`src/rtl/dmem_arbiter_pkg.sv`:
```
// Shared types and constants for the two-requester data-memory arbiter.
// Holds state encoding, requester indices and default bus widths.
package dmem_arb_pkg;

  localparam int ADDR_W_DEF = 16;
  localparam int DATA_W_DEF = 32;

  typedef enum logic {
    IDLE   = 1'b0,
    ACCESS = 1'b1
  } state_e;

  localparam logic REQ_CORE   = 1'b0;
  localparam logic REQ_LOADER = 1'b1;

endpackage

```
`src/rtl/dmem_arbiter_if.sv`:
```
// Requester, response and memory-side signals of the data-memory arbiter.
// slave = arbiter view, master = requesters plus memory view.
interface dmem_arbiter_if
  import dmem_arb_pkg::*;
#(
  parameter int ADDR_W = ADDR_W_DEF,
  parameter int DATA_W = DATA_W_DEF
);

  logic              req0;
  logic              req1;
  logic              we0;
  logic              we1;
  logic [ADDR_W-1:0] addr0;
  logic [ADDR_W-1:0] addr1;
  logic [DATA_W-1:0] wdata0;
  logic [DATA_W-1:0] wdata1;
  logic              gnt0;
  logic              gnt1;
  logic              rvalid0;
  logic              rvalid1;
  logic [DATA_W-1:0] rdata0;
  logic [DATA_W-1:0] rdata1;
  logic              mem_wen;
  logic [ADDR_W-1:0] mem_addr;
  logic [DATA_W-1:0] mem_wdata;
  logic [DATA_W-1:0] mem_rdata;
  logic              busy;

  modport slave (
    input  req0, req1, we0, we1, addr0, addr1, wdata0, wdata1, mem_rdata,
    output gnt0, gnt1, rvalid0, rvalid1, rdata0, rdata1,
           mem_wen, mem_addr, mem_wdata, busy
  );

  modport master (
    output req0, req1, we0, we1, addr0, addr1, wdata0, wdata1, mem_rdata,
    input  gnt0, gnt1, rvalid0, rvalid1, rdata0, rdata1,
           mem_wen, mem_addr, mem_wdata, busy
  );

endinterface

```
`src/rtl/dmem_arbiter_rr_pick2.sv`:
```
// Combinational two-way round-robin picker: a lone eligible requester wins,
// on a tie the requester other than last_winner wins.
module rr_pick2 (
  input  logic [1:0] eligible,
  input  logic       last_winner,
  output logic       valid,
  output logic       winner
);

  assign valid  = |eligible;
  assign winner = (&eligible) ? ~last_winner : eligible[1];

endmodule

```
`src/rtl/dmem_arbiter.sv`:
```
// Single-port data-memory arbiter for core (0) and loader (1): one-cycle ACCESS
// per grant, read data returned with rvalid the cycle after the grant; no backpressure.
module dmem_arbiter
  import dmem_arb_pkg::*;
#(
  parameter int ADDR_W = ADDR_W_DEF,
  parameter int DATA_W = DATA_W_DEF
) (
  input logic          clock,
  input logic          reset_n,
  dmem_arbiter_if.slave bus
);

  state_e            state_q;
  logic              gnt0_q;
  logic              gnt1_q;
  logic              we_q;
  logic [ADDR_W-1:0] addr_q;
  logic [DATA_W-1:0] wdata_q;
  logic              last_q;
  logic              rvalid0_q;
  logic              rvalid1_q;
  logic [DATA_W-1:0] rdata0_q;
  logic [DATA_W-1:0] rdata1_q;

  logic       in_access;
  logic [1:0] elig;
  logic       pick_vld;
  logic       pick_win;

  assign in_access = (state_q == ACCESS);

  // The requester served this cycle sits out the next arbitration.
  assign elig = {bus.req1 & ~(in_access & gnt1_q),
                 bus.req0 & ~(in_access & gnt0_q)};

  rr_pick2 u_pick (
    .eligible    (elig),
    .last_winner (last_q),
    .valid       (pick_vld),
    .winner      (pick_win)
  );

  always_ff @(posedge clock or negedge reset_n) begin
    if (!reset_n) begin
      state_q   <= IDLE;
      gnt0_q    <= 1'b0;
      gnt1_q    <= 1'b0;
      we_q      <= 1'b0;
      addr_q    <= '0;
      wdata_q   <= '0;
      last_q    <= REQ_LOADER;
      rvalid0_q <= 1'b0;
      rvalid1_q <= 1'b0;
      rdata0_q  <= '0;
      rdata1_q  <= '0;
    end else begin
      rvalid0_q <= in_access & gnt0_q & ~we_q;
      rvalid1_q <= in_access & gnt1_q & ~we_q;
      if (in_access && !we_q && gnt0_q) rdata0_q <= bus.mem_rdata;
      if (in_access && !we_q && gnt1_q) rdata1_q <= bus.mem_rdata;

      if (pick_vld) begin
        state_q <= ACCESS;
        gnt0_q  <= (pick_win == REQ_CORE);
        gnt1_q  <= (pick_win == REQ_LOADER);
        we_q    <= pick_win ? bus.we1    : bus.we0;
        addr_q  <= pick_win ? bus.addr1  : bus.addr0;
        wdata_q <= pick_win ? bus.wdata1 : bus.wdata0;
        last_q  <= pick_win;
      end else begin
        state_q <= IDLE;
        gnt0_q  <= 1'b0;
        gnt1_q  <= 1'b0;
      end
    end
  end

  assign bus.gnt0      = gnt0_q;
  assign bus.gnt1      = gnt1_q;
  assign bus.rvalid0   = rvalid0_q;
  assign bus.rvalid1   = rvalid1_q;
  assign bus.rdata0    = rdata0_q;
  assign bus.rdata1    = rdata1_q;
  assign bus.busy      = in_access;
  assign bus.mem_wen   = in_access & we_q;
  assign bus.mem_addr  = in_access ? addr_q  : '0;
  assign bus.mem_wdata = in_access ? wdata_q : '0;

endmodule

```
`src/flat_wrapper.sv`:
```
// flat-port wrapper written by rule: the top's interface ports become plain ports
module dmem_arbiter_flat import dmem_arb_pkg::*;
#(
  parameter int ADDR_W = ADDR_W_DEF,
  parameter int DATA_W = DATA_W_DEF
)
  (clock, reset_n, bus_req0, bus_req1, bus_we0, bus_we1, bus_addr0, bus_addr1, bus_wdata0, bus_wdata1, bus_mem_rdata, bus_gnt0, bus_gnt1, bus_rvalid0, bus_rvalid1, bus_rdata0, bus_rdata1, bus_mem_wen, bus_mem_addr, bus_mem_wdata, bus_busy);
  dmem_arbiter_if #(.ADDR_W(ADDR_W), .DATA_W(DATA_W)) bus_i ();
  input logic clock;
  input logic reset_n;
  input wire logic [$bits(bus_i.req0)-1:0] bus_req0;
  input wire logic [$bits(bus_i.req1)-1:0] bus_req1;
  input wire logic [$bits(bus_i.we0)-1:0] bus_we0;
  input wire logic [$bits(bus_i.we1)-1:0] bus_we1;
  input wire logic [$bits(bus_i.addr0)-1:0] bus_addr0;
  input wire logic [$bits(bus_i.addr1)-1:0] bus_addr1;
  input wire logic [$bits(bus_i.wdata0)-1:0] bus_wdata0;
  input wire logic [$bits(bus_i.wdata1)-1:0] bus_wdata1;
  input wire logic [$bits(bus_i.mem_rdata)-1:0] bus_mem_rdata;
  output wire logic [$bits(bus_i.gnt0)-1:0] bus_gnt0;
  output wire logic [$bits(bus_i.gnt1)-1:0] bus_gnt1;
  output wire logic [$bits(bus_i.rvalid0)-1:0] bus_rvalid0;
  output wire logic [$bits(bus_i.rvalid1)-1:0] bus_rvalid1;
  output wire logic [$bits(bus_i.rdata0)-1:0] bus_rdata0;
  output wire logic [$bits(bus_i.rdata1)-1:0] bus_rdata1;
  output wire logic [$bits(bus_i.mem_wen)-1:0] bus_mem_wen;
  output wire logic [$bits(bus_i.mem_addr)-1:0] bus_mem_addr;
  output wire logic [$bits(bus_i.mem_wdata)-1:0] bus_mem_wdata;
  output wire logic [$bits(bus_i.busy)-1:0] bus_busy;
  assign bus_i.req0 = bus_req0;
  assign bus_i.req1 = bus_req1;
  assign bus_i.we0 = bus_we0;
  assign bus_i.we1 = bus_we1;
  assign bus_i.addr0 = bus_addr0;
  assign bus_i.addr1 = bus_addr1;
  assign bus_i.wdata0 = bus_wdata0;
  assign bus_i.wdata1 = bus_wdata1;
  assign bus_i.mem_rdata = bus_mem_rdata;
  assign bus_gnt0 = bus_i.gnt0;
  assign bus_gnt1 = bus_i.gnt1;
  assign bus_rvalid0 = bus_i.rvalid0;
  assign bus_rvalid1 = bus_i.rvalid1;
  assign bus_rdata0 = bus_i.rdata0;
  assign bus_rdata1 = bus_i.rdata1;
  assign bus_mem_wen = bus_i.mem_wen;
  assign bus_mem_addr = bus_i.mem_addr;
  assign bus_mem_wdata = bus_i.mem_wdata;
  assign bus_busy = bus_i.busy;
  dmem_arbiter #(.ADDR_W(ADDR_W), .DATA_W(DATA_W)) u_core (.clock(clock), .reset_n(reset_n), .bus(bus_i));
endmodule
```
`config.mk`:
```
export PLATFORM = sky130hd
export DESIGN_NAME = dmem_arbiter_flat
export DESIGN_NICKNAME = d
export VERILOG_FILES = /design/src/rtl/dmem_arbiter_pkg.sv /design/src/rtl/dmem_arbiter_if.sv /design/src/rtl/dmem_arbiter_rr_pick2.sv /design/src/rtl/dmem_arbiter.sv /design/src/flat_wrapper.sv
export SDC_FILE = /design/constraint.sdc
export NUM_CORES = 1
export LEC_CHECK = 0
export CAP_MARGIN = 20
export CORE_ASPECT_RATIO = 1.25
export CORE_MARGIN = 3
export CORE_UTILIZATION = 41
export DETAILED_ROUTE_END_ITERATION = 12
export GPL_TIMING_DRIVEN = 0
export PLACE_DENSITY = 0.8
export SLEW_MARGIN = 20
export SYNTH_ARGS = -nofsm -noshare
export SYNTH_HDL_FRONTEND = slang
export SYNTH_SLANG_ARGS = --single-unit
export TNS_END_PERCENT = 50
```
`constraint.sdc`:
```
create_clock -name clock -period 1.95 [get_ports clock]
set_input_delay 0.585 -clock clock [delete_from_list [all_inputs] [get_ports clock]]
set_output_delay 0.585 -clock clock [all_outputs]
set_load 0.03 [all_outputs]
```
After elaboration in Yosys (flattened, before gate mapping). Index checks and enable logic that the tools add are counted.

Logic and storage cells: 38. Register bits: 119. Input port bits: 134. Output and inout bits: 118.

Bitwise logic cells: 12. Reductions and logical operators: 6. Multiplexer cells: 9.

Operators by type and width (count): 32-bit 2-to-1 mux (2); 16-bit 2-to-1 mux (2); 1-bit AND (7); 1-bit 2-to-1 mux (5); 1-bit inverter (5); 1-bit logical AND (3); 2-bit AND reduction (1); 2-bit OR reduction (1); 1-bit logical NOT (1).

Longest topological paths before layout. Gate-level depths: netlist (run 1).

Depth in word-level cells: 7. Depth in mapped cells: 7. Depth with buffers taken out: 4.

By module. Synthesis (run 1) repeated with hierarchy kept, for this count alone.

Cells, all modules: 419. Area total of the unflattened synthesis: 5422.7 µm².

By module, submodules not included: dmem_arbiter (instances 1, cells each 417, area an instance 5408.9 µm², sequential area each 2979.1 µm²); rr_pick2 (instances 1, cells each 2, area an instance 13.8 µm², sequential area each 0.0 µm²).

Least setup slack after synthesis (run 1). No wires, ideal clock.

Path type: register to output. Start: register u_core.state_q, in the netlist u_core.bus.busy. End: output bus_mem_addr[10]. Buffers on the path: 3. Stages on the path, launching flop included: 5. Arrival: 1.415 ns. Setup slack: -0.050 ns. Data required time: 1.365 ns. Cell sequence: dfrtp_1 buf_6 clkbuf_1 clkbuf_1 and2_1.

Longest elaborated chain between the ends: 1.

Ends and longest elaborated chain: from (decl) (RTL line dmem_arbiter.sv:14) `state_e state_q;`; from (signal assigned) (RTL line dmem_arbiter.sv:46) `state_q <= IDLE;`; from (signal assigned) (RTL line dmem_arbiter.sv:64) `state_q <= ACCESS;`; from (signal assigned) (RTL line dmem_arbiter.sv:72) `state_q <= IDLE;`; 16-bit 2-to-1 mux (RTL line dmem_arbiter.sv:87) `assign bus.mem_addr = in_access ? addr_q : '0;`; to (decl) (RTL line flat_wrapper.sv:27) `output wire logic [$bits(bus_i.mem_addr)-1:0] bus_mem_addr;`.

No other way between the ends.

Final worst setup path (run 1).
Start: register u_core.state_q, in the netlist u_core.bus.busy. End: output bus_mem_addr[7].

Same word-level chain as after synthesis.

==> reports/metrics.yaml, run 1 <==
global_routing:
  grt_max_degree: 65
  grt_usage: 0.236
  overflow: 0
  grt_pass1_vias: 4785
  grt_pass1_wl_mm: 26.0
  antenna_found_initial: 0
setup_path:
  r2r-start: "u_core.bus.busy"
  crit_chain: "buf_6 -> clkbuf_16 -> clkbuf_16 -> and2_4 -> buf_6"
  crit_path_max_incr_delay_ns: 0.38
  worstPathRequired_ns: 1.36
  crit_slowest_cell: "dfrtp_1"
  startpoint_type: "register"
  reg2reg_depth: 6
  end_kind: "output pin"
  arrival_ns: 1.51
  crit_type: "register to output pin"
  r2r_slack_ns: 0.16
  crit_fanout: 8
  r2r_end: "u_core.addr_q[1]"
floorplanning:
  num_rows: 45
  die_x_um: 108
  initial_utilization: 0.428
  die-area_um2: 14400
  ioPinCount: 252
  die_h_um: 133
  coreArea_um2: 12400
timing:
  finalHoldViolCount: 0
  rsz0062_at_grt: "true"
  layout_setup_ws_ns: -0.144
  tightest_slew_ns: 0.545
  slew_headroom: 0.637
  finalCritPeriodShare: 1.07
  layout_min_cycle_time_ns: 2.09
  setup_viol: 39
  drv_slew: 0
  fin_skew_ns: 0.00628
  timing.fmax_ghz: 0.477
route:
  antenna_left: 0
  vias: 4315
  wl_mm: 16.7
  wire_per_inst_um: 20.0
  drc: 0
  drt_iter0_markers: 220
  post_drt_via_cell_ratio: 5.18
  firstDrtPassIters: 6
yosys:
  ys_seq_area_frac: 0.559
  yosys_most_used_dff: "dfrtp_1"
  yosysUniqueCellTypes: 18
  synth_compound_area_frac: 0.107
  syn_nets: 510
  synth_top_family_by_area: "multiplexers"
  synth_most_common_cell: "dfrtp_1"
  netlist_top_cells_count: "118 x dfrtp_1, 49 x a221o_1, 49 x and2_1, 49 x nor3b_1, 44 x mux2_1"
  synth_edf_count: 0
  yosysTopAreaCell: "dfrtp_1"
  synth-async-reset-ratio: 1.00
  synthMuxAreaShare: 0.149
  ys_top_cells_by_area: "dfrtp_1 55%, mux2_1 9.3%, a221o_1 9.2%, nor3b_1 6.9%, and2_1 5.8%"
  synth-seq-cells: 119
  syn-instance-count: 376
  synth_area_um2: 5330
  synth_top_cell_area_share: 0.554
  synth-simple-area-share: 0.132
  avgSynthCellArea_um2: 14.2
  ys_warn_count: 0
  synth-adder-area-share: 0
  synthXorXnorAreaFrac: 0
flow_run:
  max_cap_viol_count: 0
clock_network:
  clk_pin_slew_ns: 0.06
  cts_tree: "yes"
  numCtsBuffers: 17
  cts_num_sinks: 119
  h-tree-depth: 4
  cts_buffer_depth: 2
  clkLatencyLatePin_ns: 0.41
  clockRootBuffer: "clkbuf_16"
  cts_hold_buf: 0
placement:
  gp_congestion: 0.796
  io_buffer_count: 251
  hpwl_mm: 12.2
  place_area_um2: 8080
power:
  cellLeakagePower_nw: 4.00
  power.density_nw_per_um2: 1450
  ir_drop_uv: 700
  p_total_mw: 12.8
hold_path:
  hp-class: "input pin to asynchronous set/reset pin"
layout:
  antenna_cells: 0
  layout-drive-gt1-share: 0.277
  final_area_um2: 8830
  syn_to_final_growth_pct: 65.8
  finish.utilization: 0.710
  nNetsFinal: 790
run_status:
  violations: "setup timing"
  run_status: "complete, but fails checks"
-- layout by cell type, fill, tap and decap left out --
cell / instances
mux2_1: 44
inv_8: 1
mux2_4: 20
inv_6: 1
clkbuf_8: 4
buf_4: 16
bufinv_16: 2
dfstp_2: 1
clkbuf_16: 19
dfrtp_1: 118
clkbuf_4: 1
and2_1: 15
inv_2: 1
o21ai_0: 1
a221o_1: 49
buf_6: 58
buf_2: 10
or2_2: 1
clkinv_4: 2
nand2_1: 3
clkdlybuf4s50_1: 132
dlygate4sd2_1: 69
clkbuf_1: 1
inv_1: 1
nor3b_1: 49
and2_4: 34
or2_1: 2
clkinvlp_4: 2
buf_8: 2
clkinv_2: 5
a21boi_4: 4
buf_16: 1
-- worst max path at each step --
stage,slack (ns),from,to
finish,-0.14,u_core.bus.busy,bus_mem_addr[7]
global route,-0.21,u_core.bus.busy,bus_mem_addr[7]
CTS,-0.19,u_core.bus.busy,bus_mem_addr[12]
detailed placement,-0.77,u_core.bus.busy,bus_mem_addr[13]
global placement,-4.13,reset_n,u_core.wdata_q[29]
floorplan,-0.05,u_core.bus.busy,bus_mem_addr[5]
-- area by class of cell --
cell class                 instances  area, um^2
tap                              164         205
timing repair buffer             261        2560
sequential                       119        2980
clock buffer                      20         457
buffer                            32         328
multi-input combinational        222        2160
clock inverter                    12         126
inverter                           3        18.8
fill                             884        3610
-- state kept, by name, summed over array words and instances (netlist names) --
signal,count
u_core.addr_q,16
u_core.bus.busy,1
u_core.bus.gnt0,1
u_core.bus.gnt1,1
u_core.bus.rdata0,32
u_core.bus.rdata1,32
u_core.bus.rvalid0,1
u_core.bus.rvalid1,1
u_core.last_q,1
u_core.wdata_q,32
u_core.we_q,1
-- metrics by stage --
step / hold WS (ns) / setup TNS [ns] / setup WS, ns / std cells
after global routing: 0.158 / -6.36 / -0.211 / 833
final: 0.135 / -3.06 / -0.144 / 833
after global placement: 0.468 / -518.65 / -4.13 / 791
after CTS: 0.145 / -4.60 / -0.188 / 831
after detailed placement: 0.474 / -30.24 / -0.771 / 792
after floorplan: 0.289 / -0.249 / -0.0498 / 376
-- logic make-up (layout without fill, tap and decap cells) --
| kind of cell | count (synthesis) | count (layout) |
|---|---|---|
| AO/OA/AOI/OAI | 54 | 54 |
| buffers and inverters | 35 | 328 |
| flip-flops | 119 | 119 |
| multiplexers | 64 | 64 |
| AND/OR/NAND/NOR | 104 | 104 |
-- metal layers --
| metal | vias to the layer above | track usage | part of all wire |
|---|---|---|---|
| met5 | - | 0 | 0 |
| met4 | 0 | 0.0779 | 0.020 |
| met3 | 30 | 0.0994 | 0.10 |
| met2 | 221 | 0.405 | 0.50 |
| met1 | 2112 | 0.263 | 0.38 |
| li1 | 1952 | - | - |
-- critical path, delay by kind of cell, from the launching register on --
family,cells,cell delay (ns)
buf+inv,4,0.59
flops,1,0.38
simple gates,1,0.13
-- report_power, final --
part / internal (mW) / switching (mW) / total, mW
clock network: 1.94 / 1.12 / 3.07
registers: 3.43 / 0.491 / 3.92
logic: 2.56 / 3.27 / 5.83
total: 7.93 / 4.89 / 12.8
-- timing repair --
action / CTS / global route
gates resized for setup: 453 / 4
setup endpoints to repair: 118 / 49
setup buffers: 4 / 4
cloned: 3 / 0
No activity file was read; power rests on OpenSTA's default activity.
==> inputs of run 2 (changes only) <==
--- a/config.mk
+++ b/config.mk
@@ -7,7 +7,6 @@
 export LEC_CHECK = 0
 export CAP_MARGIN = 20
 export CORE_ASPECT_RATIO = 1.25
-export CORE_MARGIN = 3
 export CORE_UTILIZATION = 41
 export DETAILED_ROUTE_END_ITERATION = 12
 export GPL_TIMING_DRIVEN = 0
==> reports/metrics.yaml, run 2 (synthesis results as in run 1) <==
run_status:
  run_status: "complete, but fails checks"
  violations: "setup timing"
power:
  cellLeakagePower_nw: 4.08  # +1.9%
  ir_drop_uv: 820  # +17%
  power.density_nw_per_um2: 1480  # +1.8%
floorplanning:
  ioPinCount: 252  # unchanged
  die_x_um: 104  # -3.7%
  coreArea_um2: 12700  # +1.8%
  die_h_um: 129  # -3.0%
  initial_utilization: 0.421  # -0.00741
  num_rows: 46  # +2.2%
  die-area_um2: 13500  # -6.6%
global_routing:
  use_met3: 0.0724  # -0.0269
  antenna_found_initial: 0  # unchanged
  grt_pass1_wl_mm: 25.5  # -2.1%
  grt_max_degree: 66  # +1.5%
  top_usage_layer: "met2"
  use_met2: 0.449  # +0.0445
  use_met1: 0.278  # +0.0148
  grt_usage: 0.247  # +0.0108
  overflow: 0  # unchanged
  grt_pass1_vias: 4686  # -2.1%
layout:
  nNetsFinal: 790  # unchanged
  final_common_cell: "clkdlybuf4s50_1"
  final_area_um2: 9020  # +2.1%
  instances_no_fill: 837  # +0.48%
  syn_to_final_growth_pct: 69.2
  layout_common_cells: "132 x clkdlybuf4s50_1, 118 x dfrtp_1, 69 x buf_6, 69 x dlygate4sd2_1"
  antenna_cells: 0  # unchanged
  layout-drive-gt1-share: 0.287  # +0.0105
route:
  drt_iter0_markers: 175  # -20%
  antenna_left: 0  # unchanged
  post_drt_via_cell_ratio: 5.12  # -1.2%
  drc: 0  # unchanged
  firstDrtPassIters: 4  # -2
  vias: 4283  # -0.74%
  wl_mm: 16.2  # -2.9%
  wire_per_inst_um: 19.3  # -3.4%
clock_network:
  cts_num_sinks: 119  # unchanged
  cts_tree: "yes"
  h-tree-depth: 4  # unchanged
  clk_pin_slew_ns: 0.05  # about the same
  clockRootBuffer: "clkbuf_16"
  cts_hold_buf: 0  # unchanged
  clkLatencyLatePin_ns: 0.40  # about the same
  numCtsBuffers: 17  # unchanged
  cts_buffer_depth: 2  # unchanged
timing:
  fin_skew_ns: 0.00641  # +0.000129 ns
  layout_min_cycle_time_ns: 2.10  # +0.00643 ns
  finalHoldViolCount: 0  # unchanged
  layout_setup_ws_ns: -0.151  # -0.00643 ns
  drv_slew: 0  # unchanged
  finalCritPeriodShare: 1.08  # +0.00329
  tightest_slew_ns: 0.543  # -0.00167 ns
  timing.fmax_ghz: 0.476  # -0.31%
  slew_headroom: 0.638  # +0.00111
  setup_viol: 45  # +15%
  rsz0062_at_grt: "true"
  whs_ns: 0.147  # +0.0124 ns
placement:
  place_area_um2: 8090  # about the same
  io_buffer_count: 251  # unchanged
  gp_congestion: 0.827  # +3.9%
  dp_cells: 796  # +0.51%
  hpwl_mm: 11.7  # -4.6%
  dp_slack_ns: -0.779  # -0.00789 ns
setup_path:
  crit_type: "register to output pin"
  arrival_ns: 1.52  # about the same
  end_kind: "output pin"
  critPathTopFamily: "buffers and inverters"
  crit_fanout: 6  # -2
  worstPathRequired_ns: 1.36  # about the same
  crit_chain: "buf_6 -> clkbuf_16 -> clkbuf_16 -> and2_4 -> buf_6"
  crit_slowest_cell: "dfrtp_1"
  crit_path_max_incr_delay_ns: 0.39  # about the same
  startpoint_type: "register"
  cp.buffers_inverters: 4  # unchanged
hold_path:
  hp-class: "input pin to asynchronous set/reset pin"
flow_run:
  max_cap_viol_count: 0  # unchanged
## run 2: worst paths after layout
| path | startpoint | endpoint | slack [ns] | depth (start not counted) |
|---|---|---|---|---|
| min in group clock | u_core.bus.rdata0[30] | u_core.bus.rdata0[30] | 0.47 | 1 |
| max reg2reg | u_core.bus.busy | u_core.addr_q[0] | 0.08 | 7 |
| max in group asynchronous | reset_n | u_core.wdata_q[20] | 1.10 | 2 |
| min | reset_n | u_core.bus.rdata0[22] | 0.15 | 1 |
| min reg2reg | u_core.bus.rdata0[30] | u_core.bus.rdata0[30] | 0.47 | 1 |
| max | u_core.bus.busy | bus_mem_addr[6] | -0.15 | 5 |
## run 2: what timing repair did
action / CTS / global route
cloned: 3 / 0
setup buffers: 5 / 2
endpoints found under the setup margin: 118 / 49
gates resized for setup: 476 / 5
## run 2: final cells by class
cell class	count	area, um^2
tap	168	210
clock inverter	11	219
sequential	119	2980
clock buffer	21	450
multi-input combinational	222	2180
fill	936	3650
inverter	3	18.8
timing repair buffer	262	2640
buffer	31	320
## run 2: metrics by stage
| step | setup TNS [ns] | utilization | power (mW) |
|---|---|---|---|
| CTS | -4.97 | 0.712 | 13.4 |
| floorplan | -0.249 | - | 7.29 |
| detailed placement | -31.04 | 0.639 | 9.96 |
| finish | -3.54 | 0.712 | 13.3 |
| global route | -5.66 | 0.712 | 13.9 |
| global placement | -528.88 | 0.636 | 9.80 |
## run 2: power breakdown
part,leakage [nW],internal [mW],switching (mW)
Combinational,2.33,2.63,3.23
Sequential,1.42,3.43,0.493
Clock,0.322,2.44,1.10
Total,4.08,8.50,4.82
## run 2: metal layers
| layer | wire length, um | part of all wire | vias to the layer above |
|---|---|---|---|
| met5 | 0 | 0 | - |
| met4 | 282 | 0.017 | 0 |
| met3 | 1150 | 0.071 | 25 |
| met2 | 8390 | 0.52 | 203 |
| met1 | 6350 | 0.39 | 2114 |
| li1 | - | - | 1941 |
==> inputs of run 3 (changes only) <==
--- a/config.mk
+++ b/config.mk
@@ -7,6 +7,7 @@
 export LEC_CHECK = 0
 export CAP_MARGIN = 20
 export CORE_ASPECT_RATIO = 1.25
+export CORE_MARGIN = 3
 export CORE_UTILIZATION = 41
 export DETAILED_ROUTE_END_ITERATION = 12
 export GPL_TIMING_DRIVEN = 0
==> results of run 3 <==
Same layout as run 1: the final DEF is identical, and so are final timing and power.
